`src/rtl/apb_cmd_queue.sv`:
```
// Command/response queue in front of an APB master: buffers {write,addr,wdata}
// commands, issues one at a time, returns responses in order. Watchdog: APB_CMDQ_TIMEOUT_EN.
module apb_cmd_queue #(
  parameter int DEPTH   = 4,
  parameter int TMO_CYC = 256
) (
  input  logic                     clk,
  input  logic                     rst,
  input  logic                     cmd_valid,
  output logic                     cmd_ready,
  input  logic                     cmd_write,
  input  logic [31:0]              cmd_addr,
  input  logic [31:0]              cmd_wdata,
  output logic                     rsp_valid,
  input  logic                     rsp_ready,
  output logic                     rsp_write,
  output logic [31:0]              rsp_addr,
  output logic [31:0]              rsp_rdata,
  output logic                     rsp_err,
  output logic                     req,
  output logic                     write,
  output logic [31:0]              addr,
  output logic [31:0]              wdata,
  input  logic [31:0]              rdata,
  input  logic                     ready,
  output logic [$clog2(DEPTH):0]   cmd_count
);
  localparam int AW = $clog2(DEPTH);
  localparam int CW = AW + 1;

  if (DEPTH < 2 || (DEPTH & (DEPTH - 1)) != 0 || TMO_CYC < 1) begin : g_param_chk
    $error("apb_cmd_queue: DEPTH must be a power of 2 >= 2, TMO_CYC >= 1");
  end

  typedef enum logic [1:0] {S_IDLE, S_REQ, S_GAP} state_t;

  state_t        r_state;
  logic          r_live;
  logic          r_req, r_write;
  logic [31:0]   r_addr, r_wdata;

  logic [64:0]   r_cmd_mem [DEPTH];
  logic [AW-1:0] r_cmd_wp, r_cmd_rp;
  logic [CW-1:0] r_cmd_cnt;

  logic [64:0]   r_rsp_mem [DEPTH];
  logic [AW-1:0] r_rsp_wp, r_rsp_rp;
  logic [CW-1:0] r_rsp_cnt;

  logic          w_cmd_push, w_cmd_pop, w_rsp_pop, w_done, w_tmo, w_can_issue;
  logic [64:0]   w_cmd_head, w_rsp_head, w_rsp_din;

  // Response slot is reserved at issue: only one transfer is ever in flight,
  // and it is only started while the response FIFO has room for it.
  assign w_can_issue = (r_cmd_cnt != '0) && (r_rsp_cnt < CW'(DEPTH));
  assign w_done      = ready | w_tmo;
  assign w_cmd_push  = cmd_valid & cmd_ready;
  assign w_cmd_pop   = (r_state == S_REQ) & w_done;
  assign w_rsp_pop   = rsp_valid & rsp_ready;
  assign w_cmd_head  = r_cmd_mem[r_cmd_rp];
  assign w_rsp_head  = r_rsp_mem[r_rsp_rp];

  assign cmd_ready = r_live & (r_cmd_cnt < CW'(DEPTH));
  assign cmd_count = r_cmd_cnt;

  always_ff @(posedge clk or posedge rst) begin
    if (rst) begin
      r_live    <= 1'b0;
      r_cmd_wp  <= '0;
      r_cmd_rp  <= '0;
      r_cmd_cnt <= '0;
      r_rsp_wp  <= '0;
      r_rsp_rp  <= '0;
      r_rsp_cnt <= '0;
    end else begin
      r_live <= 1'b1;
      if (w_cmd_push) r_cmd_wp <= r_cmd_wp + 1'b1;
      if (w_cmd_pop)  r_cmd_rp <= r_cmd_rp + 1'b1;
      r_cmd_cnt <= r_cmd_cnt + CW'(w_cmd_push) - CW'(w_cmd_pop);
      if (w_cmd_pop)  r_rsp_wp <= r_rsp_wp + 1'b1;
      if (w_rsp_pop)  r_rsp_rp <= r_rsp_rp + 1'b1;
      r_rsp_cnt <= r_rsp_cnt + CW'(w_cmd_pop) - CW'(w_rsp_pop);
    end
  end

  always_ff @(posedge clk) begin
    if (w_cmd_push) r_cmd_mem[r_cmd_wp] <= {cmd_write, cmd_addr, cmd_wdata};
    if (w_cmd_pop)  r_rsp_mem[r_rsp_wp] <= w_rsp_din;
  end

  // Head outputs are gated so an empty FIFO shows all-zero response fields.
  assign rsp_valid = (r_rsp_cnt != '0);
  assign rsp_write = rsp_valid & w_rsp_head[64];
  assign rsp_addr  = rsp_valid ? w_rsp_head[63:32] : 32'h0;
  assign rsp_rdata = rsp_valid ? w_rsp_head[31:0]  : 32'h0;

`ifdef APB_CMDQ_TIMEOUT_EN
  localparam int TW = $clog2(TMO_CYC + 1);
  logic [TW-1:0] r_wdog;
  logic          r_err_mem [DEPTH];
  logic          w_tmo_hit;

  assign w_tmo     = (r_state == S_REQ) && (r_wdog == TW'(TMO_CYC - 1));
  assign w_tmo_hit = w_tmo & ~ready;
  assign w_rsp_din = {r_write, r_addr,
                      w_tmo_hit ? 32'hDEAD_DEAD : (r_write ? 32'h0 : rdata)};
  assign rsp_err   = rsp_valid & r_err_mem[r_rsp_rp];

  always_ff @(posedge clk) begin
    if (w_cmd_pop) r_err_mem[r_rsp_wp] <= w_tmo_hit;
  end

  always_ff @(posedge clk or posedge rst) begin
    if (rst)                    r_wdog <= '0;
    else if (r_state != S_REQ)  r_wdog <= '0;
    else if (!ready)            r_wdog <= r_wdog + 1'b1;
  end
`else
  assign w_tmo     = 1'b0;
  assign w_rsp_din = {r_write, r_addr, r_write ? 32'h0 : rdata};
  assign rsp_err   = 1'b0;
`endif

  // GAP holds req low one cycle; pending work is picked up on GAP exit so
  // back-to-back transfers are separated by exactly one idle cycle.
  always_ff @(posedge clk or posedge rst) begin
    if (rst) begin
      r_state <= S_IDLE;
      r_req   <= 1'b0;
      r_write <= 1'b0;
      r_addr  <= 32'h0;
      r_wdata <= 32'h0;
    end else begin
      case (r_state)
        S_IDLE, S_GAP: begin
          if (w_can_issue) begin
            r_state <= S_REQ;
            r_req   <= 1'b1;
            {r_write, r_addr, r_wdata} <= w_cmd_head;
          end else begin
            r_state <= S_IDLE;
          end
        end
        S_REQ: begin
          if (w_done) begin
            r_state <= S_GAP;
            r_req   <= 1'b0;
          end
        end
        default: r_state <= S_IDLE;
      endcase
    end
  end

  assign req   = r_req;
  assign write = r_write;
  assign addr  = r_addr;
  assign wdata = r_wdata;

endmodule

```
`config.mk`:
```
export PLATFORM = sky130hd
export DESIGN_NAME = apb_cmd_queue
export DESIGN_NICKNAME = d
export VERILOG_FILES = /design/src/rtl/apb_cmd_queue.sv
export SDC_FILE = /design/constraint.sdc
export NUM_CORES = 1
export LEC_CHECK = 0
export ABC_CLOCK_PERIOD_IN_PS = 4200
export BUFFER_PORTS_ARGS = -buffer_cell sky130_fd_sc_hd__buf_4
export CAP_MARGIN = 30
export CORE_ASPECT_RATIO = 1.4
export CORE_MARGIN = 1.5
export CORE_UTILIZATION = 35
export DETAILED_ROUTE_END_ITERATION = 12
export GPL_TIMING_DRIVEN = 0
export PLACE_DENSITY = 0.53
export SYNTH_ARGS = -nofsm -noshare
export SYNTH_HDL_FRONTEND = slang
export SYNTH_SLANG_ARGS = --single-unit
```
`constraint.sdc`:
```
create_clock -name clk -period 4.2 [get_ports clk]
set_input_delay 0.63 -clock clk [delete_from_list [all_inputs] [get_ports clk]]
set_output_delay 0.63 -clock clk [all_outputs]
set_load 0.02 [all_outputs]
```
# After elaboration in Yosys (flattened, before gate mapping)
# Memories as Yosys holds them, arrays and structs flattened. A register that Yosys moved wholly into a read port is not among the register bits.
# Cells that the tools add are included.
[op_classes] mul=0 n_addsub=8 shift=0 n_eq_ne=4 mux=13 div_mod_pow=0 reduce_logical=8 magnitude_cmp=2 bitwise_logic=5
[ops] op="32-bit two-way mux" n=3
[ops] op="2-bit by 1-bit adder with 2-bit output (second input constant)" n=4
[ops] op="1-bit two-way mux" n=7
[ops] op="3-bit by 1-bit adder with 3-bit output" n=2
[ops] op="3-bit less-than comparator (second input constant)" n=2
[ops] op="3-bit nonzero test" n=2
[ops] op="3-bit by 1-bit subtractor with 3-bit output" n=2
[ops] op="1-bit AND" n=5
[ops] op="2-bit != test (second input constant)" n=2
[ops] op="2-bit one-hot mux with 2 select lines" n=1
[ops] op="3-bit AND reduction" n=1
[ops] op="2-bit by 1-bit == test with 1-bit output (second input constant)" n=1
[ops] op="2-bit == test (second input constant)" n=1
[ops] op="2-bit zero test" n=1
[ops] op="2-bit two-way mux" n=1
[ops] op="1-bit one-hot mux with 2 select lines" n=1
[ops] op="2-bit AND reduction" n=1
[ops] op="2-bit nonzero test" n=1
[ops] op="2-bit OR reduction" n=1
[ops] op="1-bit logical AND" n=1
[word_totals] memories=2 latchBits=0 rom_bits=0 in_bits=102 reg_bits=18 ram_bits=520 out_inout_bits=137 elab_cells=51
[memory_table] memory="r_cmd_mem" words=4 width=65 read_ports=1 rd_ports_with_merged_regs=1 write_ports=1 line="42" source="logic [64:0] r_cmd_mem [DEPTH];"
[memory_table] memory="r_rsp_mem" words=4 width=65 read_ports=1 rd_ports_with_merged_regs=0 write_ports=1 line="46" source="logic [64:0] r_rsp_mem [DEPTH];"

# Depth between registers and ports, before layout
[depth] ltp_word=5 depth_mapped=9 ltp_nobuf=7

# Worst setup path after synthesis
# OpenSTA, ideal clock, no wires.
[synth_path] path_type="input to register" start="in ready" end="mem r_rsp_mem[1][0], enable pin" path_stages=4 n_path_buf=1 path_slack_ns=1.024 required_ns=3.770 arrival_ns=2.746 setup_time_ns=0.430 path_cell_list="nand3b_1 inv_1 clkbuf_1 and2_1"
[synth_between] elab_chain_cells=3
[synth_rtl] item="start, declared" line="25" source="input logic ready,"
[synth_rtl] item="1-bit AND" line="58" source="assign w_cmd_pop = (r_state == S_REQ) & w_done;"
[synth_rtl] item="1-bit two-way mux" line="88" source="if (w_cmd_pop) r_rsp_mem[r_rsp_wp] <= w_rsp_din;"
[synth_rtl] item="1-bit two-way mux (not written as such)" line="88"
[synth_rtl] item="end, declared" line="46"
# No other way between the ends.

# Worst setup path after layout
[layout_path] start="reg r_rsp_cnt[2]" end="out rsp_rdata[16]"
[layout_between] elab_chain_cells=2
[layout_rtl] item="start, declared" line="48" source="logic [CW-1:0] r_rsp_cnt;"
[layout_rtl] item="start signal, assigned" line="82" source="r_rsp_cnt <= r_rsp_cnt + CW'(w_cmd_pop) - CW'(w_rsp_pop);"
[layout_rtl] item="3-bit nonzero test" line="92" source="assign rsp_valid = (r_rsp_cnt != '0);"
[layout_rtl] item="32-bit two-way mux" line="95" source="assign rsp_rdata = rsp_valid ? w_rsp_head[31:0] : 32'h0;"
[layout_rtl] item="end, declared" line="18" source="output logic [31:0] rsp_rdata,"
# No other way between the ends.

==> flow_metrics.tcl <==
set metrics [dict create \
    vias 10600 \
    fin_crit_sh_pct 79.5 \
    clkPwrFrac_pct 25.3 \
    core_sq_um 65400 \
    slowest_stage "clkbuf_1" \
    synth_area_sq_um 23100 \
    dpl.cell_count 2132 \
    combPwrFrac_pct 35.2 \
    async_flop_share_pct 13.8 \
    switching_power_w 0.00652 \
    root_buffer "clkbuf_16" \
    powerDensity_nw_per_um2 747 \
    layout_setup_ws_ns 0.862 \
    fp-row-count 111 \
    gp_congestion 0.684 \
    layout.nets 1459 \
    holdWs_ns 0.0972 \
    critPathArrivalTime_ns 2.71 \
    synthesis.instances 1039 \
    internal_power_w 0.0145 \
    path_delay_family "buffers and inverters" \
    synthTopCellsByArea "edfxtp_1 (68%), mux4_2 (13%), dfrtp_1 (9.0%), and2_1 (1.9%), mux2_2 (1.9%)" \
    dieArea_sq_um 67500 \
    critPathKind "flop to output pin" \
    die_w_um 220 \
    worst_ep_required_time_ns 3.57 \
    wl_per_cell_um 22.0 \
    grt_pass1_vias 11700 \
    synth_ff_type "edfxtp_1" \
    hpwl_mm 31.3 \
    fin_worst_skew_ns 0.0230 \
    ant_nets 0 \
    cts_buffers 58 \
    synth_edf_count 520 \
    power.leakage_nw 9.94 \
    rsz0062_at_grt "no" \
    status "finished, final reports clean" \
    seqPwrFrac_pct 39.5 \
    yosysTopAreaCellShare_pct 67.6 \
    sw_frac_of_total_pct 31.0 \
    yosys.area.top_type "edfxtp_1" \
    vdd_drop_max_uv 424 \
    hold_violations 0 \
    drt-total-wl_mm 49.4 \
    synth_fp_nets 1153 \
    critPathMostFrequentCell "clkbuf_1" \
    first_pass_iters 5 \
    setup_violations 0 \
    clockBufferDepth 3 \
    antenna_found_initial 5 \
    avgSynthCellArea_sq_um 22.2 \
    cap_violations 0 \
    ys_warn_count 0 \
    post-cts-setup-buffers 0 \
    ys_seq_area_share_pct 76.6 \
    drc 0 \
    cts_hold_buf 0 \
    fin_crit_ns 3.34 \
    viasPerCell 4.70 \
    end_kind "output pin" \
    grt_max_degree 51 \
    cts_sinks 603 \
    nFillCells 5712 \
    yosys.cell_types.count 27 \
    syn_to_final_growth_pct 22.0 \
    min_path_type "input pin to asynchronous set/reset pin" \
    path_max_fanout 10 \
    crit_buf_inv 4 \
    slowest_delay_ns 0.45 \
    synthTopCellsByCount "edfxtp_1 (520), mux4_2 (130), dfrtp_1 (83)" \
    relSlewSlack_pct 47.7 \
    clkTransAtPathRegs_ns 0.07 \
    initial_utilization_pct 35.3 \
    grt_use_total_pct 14.9 \
    totalPowerFinal_w 0.0210 \
    io_buffers 237 \
    layout.cells.non_filler 2243 \
    overflow 0 \
    ios 239 \
    tightest_slew_ns 0.784 \
    drt_iter0_drc 659 \
    cts_resized 0 \
    layout-drive-gt1-share_pct 43.2 \
    ys_seq_elements 603 \
    grt_pass1_wl_mm 73.6 \
    tritoncts "yes" \
    finalMaxSlewViolations 0 \
    h-tree-depth 2 \
    place_worst_setup_slack_ns 1.03 \
    yosysMostFrequentCell "edfxtp_1" \
    die_height_um 307 \
    clk_latency_ns 0.61 \
    setup_tns_ns 0 \
    fmax_ghz 0.300 \
    path_cells "or3_1, clkbuf_1, clkbuf_1, clkbuf_1, and2_1, buf_4" \
    start_kind "flop" \
]
-- kinds of logic after synthesis --
logic type	share of synthesized area, %
compound gates	0.0434
xor+xnor	0.455
fa+ha+maj	0.715
buf+inv	2.58
flops	76.6
mux	16.4
other cells	0.0325
simple gates	3.19
-- path summary, 6_finish.rpt --
path | from | end | slack [ns] | cells past startpoint
worst max-delay path | r_rsp_cnt[2] | rsp_rdata[16] | 0.86 | 6
worst min-delay path | rst | cmd_count[2] | 0.1 | 2
worst max register to register | r_state[1] | r_rsp_mem[2][56] | 1.43 | 5
worst min register to register | req | req | 0.51 | 2
max in group asynchronous | rst | wdata[11] | 3.41 | 3
min in group clk | cmd_wdata[22] | r_cmd_mem[1][22] | 0.21 | 1
-- final cells by class --
type                       count  area (sq um)  share of cell area (%)
antenna                        1          2.50                 0.00888
sequential                   603         17700                    62.8
buffer                        83           567                    2.01
clock inverter                30           282                   0.999
inverter                       8          32.5                   0.115
timing repair buffer         246          2030                    7.20
clock buffer                  80          1680                    5.96
multi-input combinational    345          4830                    17.1
tap                          847          1060                    3.76
-- flip-flops by register name, indices dropped and copies added, names as in the netlist --
register,cells
r_cmd_mem,260
r_cmd_wp,2
r_state,2
r_rsp_wp,2
r_rsp_cnt,3
write,1
r_rsp_mem,260
r_rsp_rp,2
req,1
addr,32
cmd_count,3
wdata,32
r_live,1
r_cmd_rp,2
-- routing by layer --
layer / vias up / routed length [um] / track usage [%] / share of wire (%)
met3: 77 / 2850 / 3.61 / 5.8
li1: 4718 / - / - / -
met2: 242 / 26400 / 27.1 / 54
met5: - / 47 / 0 / 0.095
met4: 8 / 1240 / 4.38 / 2.5
met1: 5505 / 18800 / 17.1 / 38
-- layout by cell type (no fill, tap or decap), types with 2 or more instances in the layout --
cell and count:
ha_1 10, nand3_1 2, clkbuf_8 8, mux2_4 28, and2_4 4, or3_1 2
buf_12 4, buf_1 8, mux2_2 38, fa_1 2, o21ai_0 2, inv_1 7
clkbuf_16 61, edfxtp_1 520, bufinv_16 5, and3_4 4, dfrtp_1 83, clkinv_2 16
buf_6 5, mux4_2 130, nor2b_1 33, nand2_1 7, clkbuf_1 29, buf_16 9
clkinvlp_4 2, conb_1 2, clkinv_1 5, buf_2 11, and2_1 66, xnor2_1 11
buf_4 274
-- per-stage QoR --
step / utilization (%) / area, sq um
5_1_grt: 43.1 / 28200
2_1_floorplan: - / 23100
3_5_place_dp: 40.1 / 26200
4_1_cts: 43.1 / 28200
3_3_place_gp: 39.6 / 25900
6_report: 43.1 / 28200
-- power groups by stage --
stage	registers [W]	clock network (W)	logic (W)
3_5_place_dp	0.00844	0	0.00767
2_1_floorplan	0.00848	0	0.00473
5_1_grt	0.00843	0.00570	0.00802
6_report	0.00830	0.00532	0.00741
3_3_place_gp	0.00844	0	0.00752
4_1_cts	0.00832	0.00551	0.00767
Power figures use the tool's default switching activity.
